--- src/rtl/neuron_feeder.sv ---
// Serial-to-parallel feeder for a single neuron. It collects NEURON_SIZE (x, w) beats,
// fires the neuron once, then holds the captured result until the consumer takes it.
module neuron_feeder #(
    parameter int NEURON_SIZE = 4,
    parameter int WORD_SIZE   = 16
) (
    input  logic                                  clk_i,
    input  logic                                  rst_n_i,
    input  logic                                  clr_i,
    input  logic [WORD_SIZE-1:0]                  s_x_i,
    input  logic [WORD_SIZE-1:0]                  s_w_i,
    input  logic                                  s_valid_i,
    output logic                                  s_ready_o,
    output logic [NEURON_SIZE-1:0][WORD_SIZE-1:0] x_o,
    output logic [NEURON_SIZE-1:0][WORD_SIZE-1:0] weights_o,
    output logic                                  en_o,
    input  logic [WORD_SIZE-1:0]                  result_i,
    output logic [WORD_SIZE-1:0]                  m_result_o,
    output logic                                  m_valid_o,
    input  logic                                  m_ready_i
);

    localparam int CNT_W = (NEURON_SIZE > 1) ? $clog2(NEURON_SIZE) : 1;
    localparam logic [CNT_W-1:0] CNT_LAST = CNT_W'(NEURON_SIZE - 1);

    typedef enum logic [1:0] {LOAD, FIRE, WAIT, OUT} state_t;

    state_t           state;
    logic [CNT_W-1:0] cnt;
    logic             live;
    logic             accept;

    // live keeps s_ready_o low while reset is held and rises on the first edge after release
    assign s_ready_o = live && (state == LOAD) && !clr_i;
    assign accept    = s_valid_i && s_ready_o;

    always_ff @(posedge clk_i or negedge rst_n_i) begin
        if (!rst_n_i) begin
            state      <= LOAD;
            cnt        <= '0;
            live       <= 1'b0;
            en_o       <= 1'b0;
            m_valid_o  <= 1'b0;
            m_result_o <= '0;
            x_o        <= '0;
            weights_o  <= '0;
        end else begin
            live <= 1'b1;
            en_o <= 1'b0;
            if (clr_i) begin
                state     <= LOAD;
                cnt       <= '0;
                m_valid_o <= 1'b0;
                x_o       <= '0;
                weights_o <= '0;
            end else begin
                case (state)
                    LOAD: begin
                        if (accept) begin
                            for (int i = 0; i < NEURON_SIZE; i++) begin
                                if (cnt == CNT_W'(i)) begin
                                    x_o[i]       <= s_x_i;
                                    weights_o[i] <= s_w_i;
                                end
                            end
                            if (cnt == CNT_LAST) begin
                                cnt   <= '0;
                                state <= FIRE;
                                en_o  <= 1'b1;
                            end else begin
                                cnt <= cnt + 1'b1;
                            end
                        end
                    end
                    FIRE: state <= WAIT;
                    WAIT: begin
                        // neuron output registered on the FIRE->WAIT edge is stable here
                        m_result_o <= result_i;
                        state      <= OUT;
                    end
                    OUT: begin
                        // m_valid_o rises one cycle into OUT and drops with the handshake
                        if (m_valid_o && m_ready_i) begin
                            m_valid_o <= 1'b0;
                            state     <= LOAD;
                        end else begin
                            m_valid_o <= 1'b1;
                        end
                    end
                    default: state <= LOAD;
                endcase
            end
        end
    end

endmodule

--- config.mk ---
export PLATFORM = sky130hd
export DESIGN_NAME = neuron_feeder
export DESIGN_NICKNAME = d
export VERILOG_FILES = /design/src/rtl/neuron_feeder.sv
export SDC_FILE = /design/constraint.sdc
export NUM_CORES = 1
export LEC_CHECK = 0
export BUFFER_PORTS_ARGS = -buffer_cell sky130_fd_sc_hd__clkbuf_2
export CORE_MARGIN = 2
export CORE_UTILIZATION = 30
export DETAILED_ROUTE_END_ITERATION = 8
export HOLD_SLACK_MARGIN = 0.1
export PLACE_DENSITY = 0.51
export SYNTH_ARGS = -nofsm -noshare
export SYNTH_HDL_FRONTEND = slang
export SYNTH_SLANG_ARGS = --single-unit
--- constraint.sdc ---
create_clock -name clk_i -period 2.1 [get_ports clk_i]
set_input_delay 0.315 -clock clk_i [delete_from_list [all_inputs] [get_ports clk_i]]
set_output_delay 0.315 -clock clk_i [all_outputs]
set_load 0.005 [all_outputs]
* After elaboration in Yosys (flattened, before gate mapping)
Index checks and enable logic that the tools add are counted.
Storage, ports and cells: output and inout port bits 147, bits in registers 151, word-level logic and storage cells 76
Cells by class: bitwise operators 1, $add $sub $neg 1, eq/ne operators 9, reductions and logical operators 21, mux-type cells 30
Operators by type and width (count):
- 64-bit two-way mux | 6
- 16-bit two-way mux | 8
- 2-bit two-way mux | 8
- 3-bit AND reduction | 5
- 2-bit nonzero test | 7
- 2-bit equality test (second input constant) | 4
- 2-bit one-hot mux with 4 select lines | 1
- 1-bit two-way mux | 7
- 3-bit inequality test (second input constant) | 2
- 2-bit by 1-bit equality test with 1-bit output (second input constant) | 2
- 1-bit logical AND | 4
- 2-bit zero test | 2
- 2-bit AND reduction | 2
- 3-bit by 2-bit inequality test with 1-bit output (second input constant) | 1
- 2-bit by 1-bit adder with 2-bit output (second input constant) | 1
- 1-bit zero test | 1
- 1-bit inverter | 1

* Logic depth before layout (Yosys ltp)
Gate-level depths: netlist (run 1).
word-level depth 7, gate-level depth with buffers 8, depth with buffers taken out 5

* Least setup slack after synthesis (run 1)
No wires, ideal clock.
path type reg2reg, start point register state[0], end point register m_result_o[10], library setup time 125 ps, data arrival time 1420 ps, slack 555 ps, stages on the path, launching flop included 7, buffers on the path 2, data required time 1975 ps, cells stage by stage dfrtp_1 inv_1 ha_1 nor2b_1 buf_2 buf_2 mux2_2
Between the ends: cells in the longest elaborated chain, start to end 2
RTL lines:
- from (decl) | RTL line 28 | state_t state;
- from (signal assigned) | RTL line 39 | state <= LOAD;
- from (signal assigned) | RTL line 51 | state <= LOAD;
- from (signal assigned) | RTL line 68 | state <= FIRE;
- 2-bit equality test | RTL line 57 | case (state)
- 2-bit AND reduction (no line)
- to (signal assigned) | RTL line 78 | m_result_o <= result_i;
- to (decl) | RTL line 18 | output logic [WORD_SIZE-1:0] m_result_o,
Every way passes these cells. A chain may end at the register's enable or synchronous reset.

* Worst setup path after layout (run 1)
start point register state[0], end point output s_ready_o
Between the ends: cells in the longest elaborated chain, start to end 3
RTL lines:
- 2-bit zero test | RTL line 34 | assign s_ready_o = live && (state == LOAD) && !clr_i;
- 1-bit logical AND (2 in a row) | RTL line 34
- to (decl) | RTL line 13 | output logic s_ready_o,
Every way passes these cells.

==> results of run 1 <==
-- worst paths after layout --
kind                               start       endpoint  slack [ns]  cells past startpoint
max                             state[0]      s_ready_o        0.20                      4
min                          result_i[8]  m_result_o[8]        0.12                      2
max reg2reg                     state[0]   weights_o[3]        0.37                      6
min reg2reg                m_result_o[5]  m_result_o[5]        0.51                      1
max in group asynchronous        rst_n_i  weights_o[51]        0.97                      3
min in group asynchronous        rst_n_i        x_o[56]        0.45                      2
-- cell usage in the layout, fill, tap and decap left out, drive strengths merged, types with 2 or more instances in the layout --
master | netlist | final
clkbuf | 49 | 216
dfrtp | 151 | 151
nand3 | 130 | 130
a21oi | 129 | 129
o21ai | 129 | 129
buf | 24 | 32
mux2 | 17 | 17
inv | 7 | 10
ha | 7 | 7
nor2 | 5 | 5
clkinvlp | 0 | 5
nand2b | 3 | 3
nand2 | 3 | 3
clkinv | 0 | 3
bufinv | 0 | 2
nand4b | 2 | 2
nor2b | 2 | 2
-- per-layer routing --
metal	share of wire (%)	track usage (%)
met5	0	0
met4	1.5	5.51
met3	6.8	5.12
met2	45	27.8
met1	46	27.6
-- registers in the layout, indices dropped and copies added, names as in the netlist --
signal      count
x_o            64
m_valid_o       1
en_o            1
cnt             2
m_result_o     16
live            1
weights_o      64
state           2
-- through the flow --
step                std cells  utilization (%)  worst slack, ns  cell area [um^2]  total power [mW]
floorplan                 665                -            0.555              6510              3.76
global placement         1096             37.0            0.437              7830              4.31
detailed placement       1096             37.0            0.374              7830              4.31
CTS                      1129             39.9            0.163              8440              7.46
global route             1129             39.9            0.104              8440              7.70
finish                   1130             39.9            0.202              8440              7.37
-- power by group --
group	internal [mW]	switching [mW]
combinational	0.395	0.683
clock	1.83	1.30
sequential	3.08	0.0906
total	5.30	2.07
-- final cells by class --
type / instances / area, um^2 / share of cell area, %
antenna: 1 / 2.50 / 0.0296
clock buffer: 19 / 453 / 5.37
clock inverter: 13 / 146 / 1.73
inverter: 7 / 26.3 / 0.311
multi-input combinational: 434 / 2380 / 28.1
sequential: 151 / 3780 / 44.8
tap: 275 / 344 / 4.08
timing repair buffer: 230 / 1320 / 15.6
-- worst max-delay path, cell delays in order, from the launching register on --
cell      delay [ns]
dfrtp_1         0.39
inv_1           0.10
ha_1            0.29
and3b_1         0.25
clkbuf_2        0.13
-- logic make-up (layout without fill, tap and decap cells) --
logic type                 count (synthesis)  count (layout)  share of synthesized area [%]
AOI/OAI and AO/OA                        259             259                           19.9
muxes                                     18              18                           3.09
and+or+nand+nor                          148             148                           11.7
adders and majority gates                  7               7                           1.35
DFF                                      151             151                           58.0
buffers and inverters                     80             269                           5.71
other                                      1               2                         0.0576
xor gates and xnor gates                   1               1                          0.135
==> flow_summary.yaml, run 1 <==
outcome:
  outcome: "completed"
synth:
  seq_area_frac_synth_pct: 58.0
  synth_area_leader_cell: "dfrtp_1"
  yosysMostFrequentCell: "dfrtp_1"
  syn_area_um2: 6510
  synthCells: 665
  synth-seq-cells: 151
  yosys-top-cells-count: "151 x dfrtp_1, 130 x nand3_1, 129 x a21oi_1"
  ys_async_sr_fraction_pct: 100
  synth_edf_count: 0
  syn_nets: 725
  synth.area.top_cells: "dfrtp_1 58%, nand3_1 10%, a21oi_1 9.9%"
  synth_top_area_share_pct: 58.0
  avgSynthCellArea_um2: 9.79
  synth_cell_types: 27
  ys.flop_type: "dfrtp_1"
  synth_warnings: 0
timing:
  finalCritPeriodShare_pct: 90.4
  holdWs_ns: 0.119
  setup_viol: 0
  fin_setup_tns_ns: 0
  drv_slew: 0
  fmax_ghz: 0.527
  final_hold_viol_count: 0
  relSlewSlack_pct: 58.6
  finalCriticalPeriod_ns: 1.90
  worstMarginPinSlew_ns: 0.622
  rsz0062_at_grt: "false"
  finalClockSkew_ns: 0.00579
flow_run:
  cap_violations: 0
clocking:
  hold_buffers: 1
  cts.htree.levels: 4
  cts_num_sinks: 151
  cts_buffer_depth: 2
  cts_root_buffer: "clkbuf_16"
  ctsResizeCount: 0
  numCtsBuffers: 17
  cts_setup_buffers: 0
  clock_latency_ns: 0.42
  cts_tree: "done"
  path_clk_slew_ns: 0.07
routing:
  vias: 5845
  wire_per_inst_um: 19.3
  drtPass1Iterations: 5
  drt-initial-drc-count: 449
  ant_nets: 0
  drcViolationCount: 0
  wirelength_um: 21800
  via_per_inst: 5.17
floorplanning:
  core.rowCount: 53
  die_h_um: 151
  core_um2: 21200
  die_x_um: 151
  die-area_um2: 22900
  ioPinCount: 200
  initial_core_util_pct: 30.8
global_routing:
  antenna_found_initial: 1
  grt_pass1_wl_um: 33300
  grt_max_degree: 60
  grt_pass1_vias: 5553
  track_usage_pct: 19.0
  grt_overflow: 0
worst_setup_path:
  worstPathMaxFanout: 6
  cp.required_ns: 1.78
  end_kind: "primary output"
  arrival_ns: 1.58
  crit_type: "reg -> out"
  cp-start-kind: "flip-flop"
placement:
  place.gp.congestion: 0.797
  post-dp-hpwl_um: 14600
  io_buffers: 199
layout:
  area_delta_synth_final_pct: 29.7
  fill_cells: 2148
  drive_gt1_share_pct: 32.9
  nets: 901
power:
  ir_drop_mv: 0.436
  p_per_area_nw_per_um2: 873
  p_leak_nw: 3.92
worst_hold_path:
  hp-class: "in -> reg"
(Power assumes the default switching activity.)
==> run 2: changes to the inputs <==
==> constraint.sdc (replaced) <==
create_clock -name clk_i -period 2.1 [get_ports clk_i]
set_input_delay 0.105 -clock clk_i [delete_from_list [all_inputs] [get_ports clk_i]]
set_output_delay 0.105 -clock clk_i [all_outputs]
set_load 0.005 [all_outputs]
==> flow_summary.yaml, run 2 (synthesis results as in run 1) <==
placement:
  place_inst: 1098
  post-dp-hpwl_um: 14700
  dpl_worst_slack_ns: 0.235
  place.gp.congestion: 0.827
  io_buffers: 199
routing:
  drcViolationCount: 0
  wirelength_um: 22600
  via_per_inst: 5.16
  drtPass1Iterations: 4
  wire_per_inst_um: 19.1
  drt-initial-drc-count: 367
  ant_nets: 0
  vias: 6089
clocking:
  cts.htree.levels: 4
  clock_latency_ns: 0.42
  cts_root_buffer: "clkbuf_16"
  hold_buffers: 50
  cts_tree: "done"
  cts_num_sinks: 151
  path_clk_slew_ns: 0.07
  cts_setup_buffers: 0
  numCtsBuffers: 17
  cts_buffer_depth: 2
  ctsResizeCount: 0
worst_setup_path:
  end_kind: "flip-flop"
  worstPathMaxFanout: 42
  arrival_ns: 2.16
  cp.required_ns: 2.38
  crit_type: "reg -> reg"
  cp-start-kind: "flip-flop"
floorplanning:
  die_x_um: 151
  core_um2: 21200
  core.rowCount: 53
  ioPinCount: 200
  die_h_um: 151
  die-area_um2: 22900
  initial_core_util_pct: 30.8
power:
  p_leak_nw: 4.14
  p_per_area_nw_per_um2: 824
  ir_drop_mv: 0.545
timing:
  finalCriticalPeriod_ns: 1.88
  holdWs_ns: 0.200
  setup_viol: 0
  relSlewSlack_pct: 58.5
  rsz0062_at_grt: "false"
  fmax_ghz: 0.531
  finalClockSkew_ns: 0.00808
  drv_slew: 0
  final_hold_viol_count: 0
  finalWorstSetupSlack_ns: 0.217
  worstMarginPinSlew_ns: 0.623
  fin_setup_tns_ns: 0
  finalCritPeriodShare_pct: 89.6
outcome:
  outcome: "completed"
global_routing:
  antenna_found_initial: 0
  track_usage_pct: 19.5
  grt_pass1_wl_um: 34200
  grt_overflow: 0
  grt_pass1_vias: 5859
  grt_max_degree: 57
flow_run:
  cap_violations: 0
layout:
  seq_area_um2: 3780
  drive_gt1_share_pct: 31.3
  top_regs: "weights_o: 64 flops, x_o: 64 flops, m_result_o: 16 flops"
  fill_cells: 2113
  nets: 952
  multiInputGateArea_um2: 2380
  layout_commonest_cell: "clkbuf_2"
  final_util_pct: 42.2
  antenna_cells: 0
  area_delta_synth_final_pct: 37.0
  finalNonFillerCells: 1180
  layout_common_cells: "197 x clkbuf_2, 151 x dfrtp_1, 130 x nand3_1, 129 x a21oi_1, 112 x o21ai_0"
worst_hold_path:
  hp-class: "in -> reg"
==> run 2: cell count changes in the layout (fill, tap and decap cells not counted), sizes merged <==
cell         previous run  this run
inv                    10        13
buf                    32        34
bufinv                  2         1
dlygate4sd3             1        50
diode                   1         0
clkbuf                216       214
clkinvlp                5         1
clkinv                  3         7
==> run 2: through the flow <==
step,power [mW],cell area (um^2)
2_1_floorplan,3.76,6510
3_3_place_gp,4.33,7850
3_5_place_dp,4.33,7850
4_1_cts,7.42,8920
5_1_grt,7.69,8920
6_report,7.35,8920
==> run 2: worst max-delay path: stages, from the launching register on <==
cell and delay [ns]:
dfrtp_1 0.39, inv_1 0.11, ha_1 0.30, nand4b_4 0.34, buf_12 0.29, o21ai_0 0.18
a21oi_1 0.09
==> run 2: worst paths after layout <==
path	from	endpoint	slack, ns	cells after the start
max	state[0]	x_o[32]	0.22	6
min	s_valid_i	en_o	0.20	3
max reg2reg	state[0]	x_o[32]	0.22	6
min reg2reg	m_result_o[12]	m_result_o[12]	0.51	1
max in group asynchronous	rst_n_i	x_o[30]	1.18	3
min in group asynchronous	rst_n_i	x_o[54]	0.21	2
==> run 2: layout make-up <==
| class | count | share of cell area (%) |
|---|---|---|
| clock buffer | 17 | 4.77 |
| clock inverter | 15 | 1.64 |
| inverter | 7 | 0.295 |
| multi-input combinational | 434 | 26.6 |
| sequential | 151 | 42.4 |
| tap | 275 | 3.86 |
| timing repair buffer | 281 | 20.4 |
==> run 2: where the power goes <==
group	leakage [nW]	switching [mW]	internal, mW
combinational	1.77	0.707	0.472
sequential	2.09	0.0953	3.08
clock	0.281	1.34	1.66
total	4.14	2.14	5.21
==> run 2: layer usage <==
| metal | part of all wire, % | GRT usage (%) | vias to the layer above | routed length (um) |
|---|---|---|---|---|
| met5 | 0 | 0 | - | 0 |
| met2 | 44 | 27.9 | 208 | 9980 |
| met4 | 2.5 | 6.96 | 0 | 564 |
| met3 | 7.9 | 6.27 | 42 | 1780 |
| li1 | - | - | 2822 | - |
| met1 | 45 | 27.6 | 3017 | 10300 |
==> run 3: changes to the inputs <==
Settings changed: REMOVE_ABC_BUFFERS set to 1.
==> flow_summary.yaml, run 3 (synthesis results as in run 1) <==
worst_setup_path:
  cp.required_ns: 2.44
  cp_num_buf_inv: 2
  slowest_delay_ns: 0.40
  crit_type: "reg -> reg"
  rrSetupSlack_ns: 0.32
  end_kind: "flip-flop"
  cp-start-kind: "flip-flop"
  r2r_cells: 6
  crit_family: "simple AND/OR/NAND/NOR gates"
  slowest_stage: "dfrtp_1"
  arrival_ns: 2.12
  worst-path-stages: 6
  crit_chain: "inv_1 > ha_1 > and4b_4 > buf_12 > nand3_1 > a21oi_1"
  worstPathMaxFanout: 53
floorplanning:
  die_x_um: 151
  initial_core_util_pct: 30.8
  die_h_um: 151
  ioPinCount: 200
  die-area_um2: 22900
  core_um2: 21200
  core.rowCount: 53
global_routing:
  grt_pass1_vias: 5775
  grt_max_degree: 63
  grt_overflow: 0
  grt_pass1_wl_um: 34100
  track_usage_pct: 19.5
  antenna_found_initial: 0
placement:
  post-dp-hpwl_um: 13800
  io_buffers: 199
  place.gp.congestion: 0.700
  place_inst: 1095
outcome:
  outcome: "completed"
routing:
  via_per_inst: 5.15
  wire_per_inst_um: 19.0
  vias: 6062
  drtPass1Iterations: 7
  wirelength_um: 22400
  ant_nets: 0
  drcViolationCount: 0
  drt-initial-drc-count: 472
timing:
  finalCritPeriodShare_pct: 84.7
  worstMarginPinSlew_ns: 0.560
  setup_viol: 0
  relSlewSlack_pct: 62.7
  finalCriticalPeriod_ns: 1.78
  fin_setup_tns_ns: 0
  rsz0062_at_grt: "false"
  finalClockSkew_ns: 0.00903
  drv_slew: 0
  final_hold_viol_count: 0
  fmax_ghz: 0.562
power:
  totalPowerFinal_mw: 7.79
  p_per_area_nw_per_um2: 865
  ir_drop_mv: 0.482
  p_leak_nw: 4.15
clocking:
  cts_root_buffer: "clkbuf_16"
  cts.htree.levels: 4
  cts_buffer_depth: 2
  path_clk_slew_ns: 0.07
  ctsResizeCount: 0
  cts_num_sinks: 151
  numCtsBuffers: 17
  clock_latency_ns: 0.42
  cts_tree: "done"
flow_run:
  cap_violations: 0
layout:
  multiInputGateArea_um2: 2390
  nets: 950
  layout_commonest_cell: "clkbuf_2"
  final_util_pct: 42.5
  finalNonFillerCells: 1178
  drive_gt1_share_pct: 31.3
  top_regs: "weights_o: 64 flops, x_o: 64 flops, m_result_o: 16 flops"
  layout_common_cells: "197 x clkbuf_2, 151 x dfrtp_1, 129 x nand3_1, 129 x a21oi_1, 112 x o21ai_0"
  area_delta_synth_final_pct: 38.2
  antenna_cells: 0
  fill_cells: 2075
  seq_area_um2: 3780
worst_hold_path:
  hp-class: "in -> async"
[run 3: stage by stage]
step                setup WS [ns]  hold slack [ns]  cell area (um^2)
floorplan                  -0.761           -0.191              6170
global placement            0.398            0.125              7840
detailed placement          0.352            0.120              7840
CTS                         0.332            0.223              9000
global route                0.176            0.257              9000
finish                      0.321            0.227              9000
[run 3: cell type report]
| cell class | count | area share (%) |
|---|---|---|
| multi-input cells | 434 | 26.6 |
| well taps | 275 | 3.82 |
| clock inverters | 12 | 2.22 |
| inverters | 7 | 0.292 |
| flip-flops and latches | 151 | 42.0 |
| repair buffers | 279 | 20.1 |
| clock buffers | 20 | 4.96 |
[run 3: worst paths after layout]
kind | startpoint | endpoint
setup reg to reg | state[0] | x_o[52]
hold / removal | rst_n_i | x_o[37]
min in group clk_i | s_valid_i | state[1]
setup / recovery | state[0] | x_o[52]
hold reg to reg | m_result_o[1] | m_result_o[1]
max in group asynchronous | rst_n_i | x_o[58]
[run 3: metal layers]
metal / track usage, % / wire, um / vias up
met5: 0 / 0 / -
met4: 5.05 / 244 / 0
met3: 4.19 / 1190 / 14
met2: 30.5 / 10900 / 193
met1: 27.4 / 10100 / 3044
li1: - / - / 2811
[run 3: timing repair]
action                                 4_1_cts  5_1_grt
hold buffers                                51        0
endpoints found under the hold margin      205        0
buffers inserted                             0        0
[run 3: power by group]
| part | switching, mW | internal, mW | leakage (nW) | total, mW |
|---|---|---|---|---|
| clock network | 1.28 | 2.14 | 0.306 | 3.42 |
| registers | 0.0933 | 3.08 | 2.09 | 3.17 |
| logic | 0.735 | 0.461 | 1.76 | 1.20 |
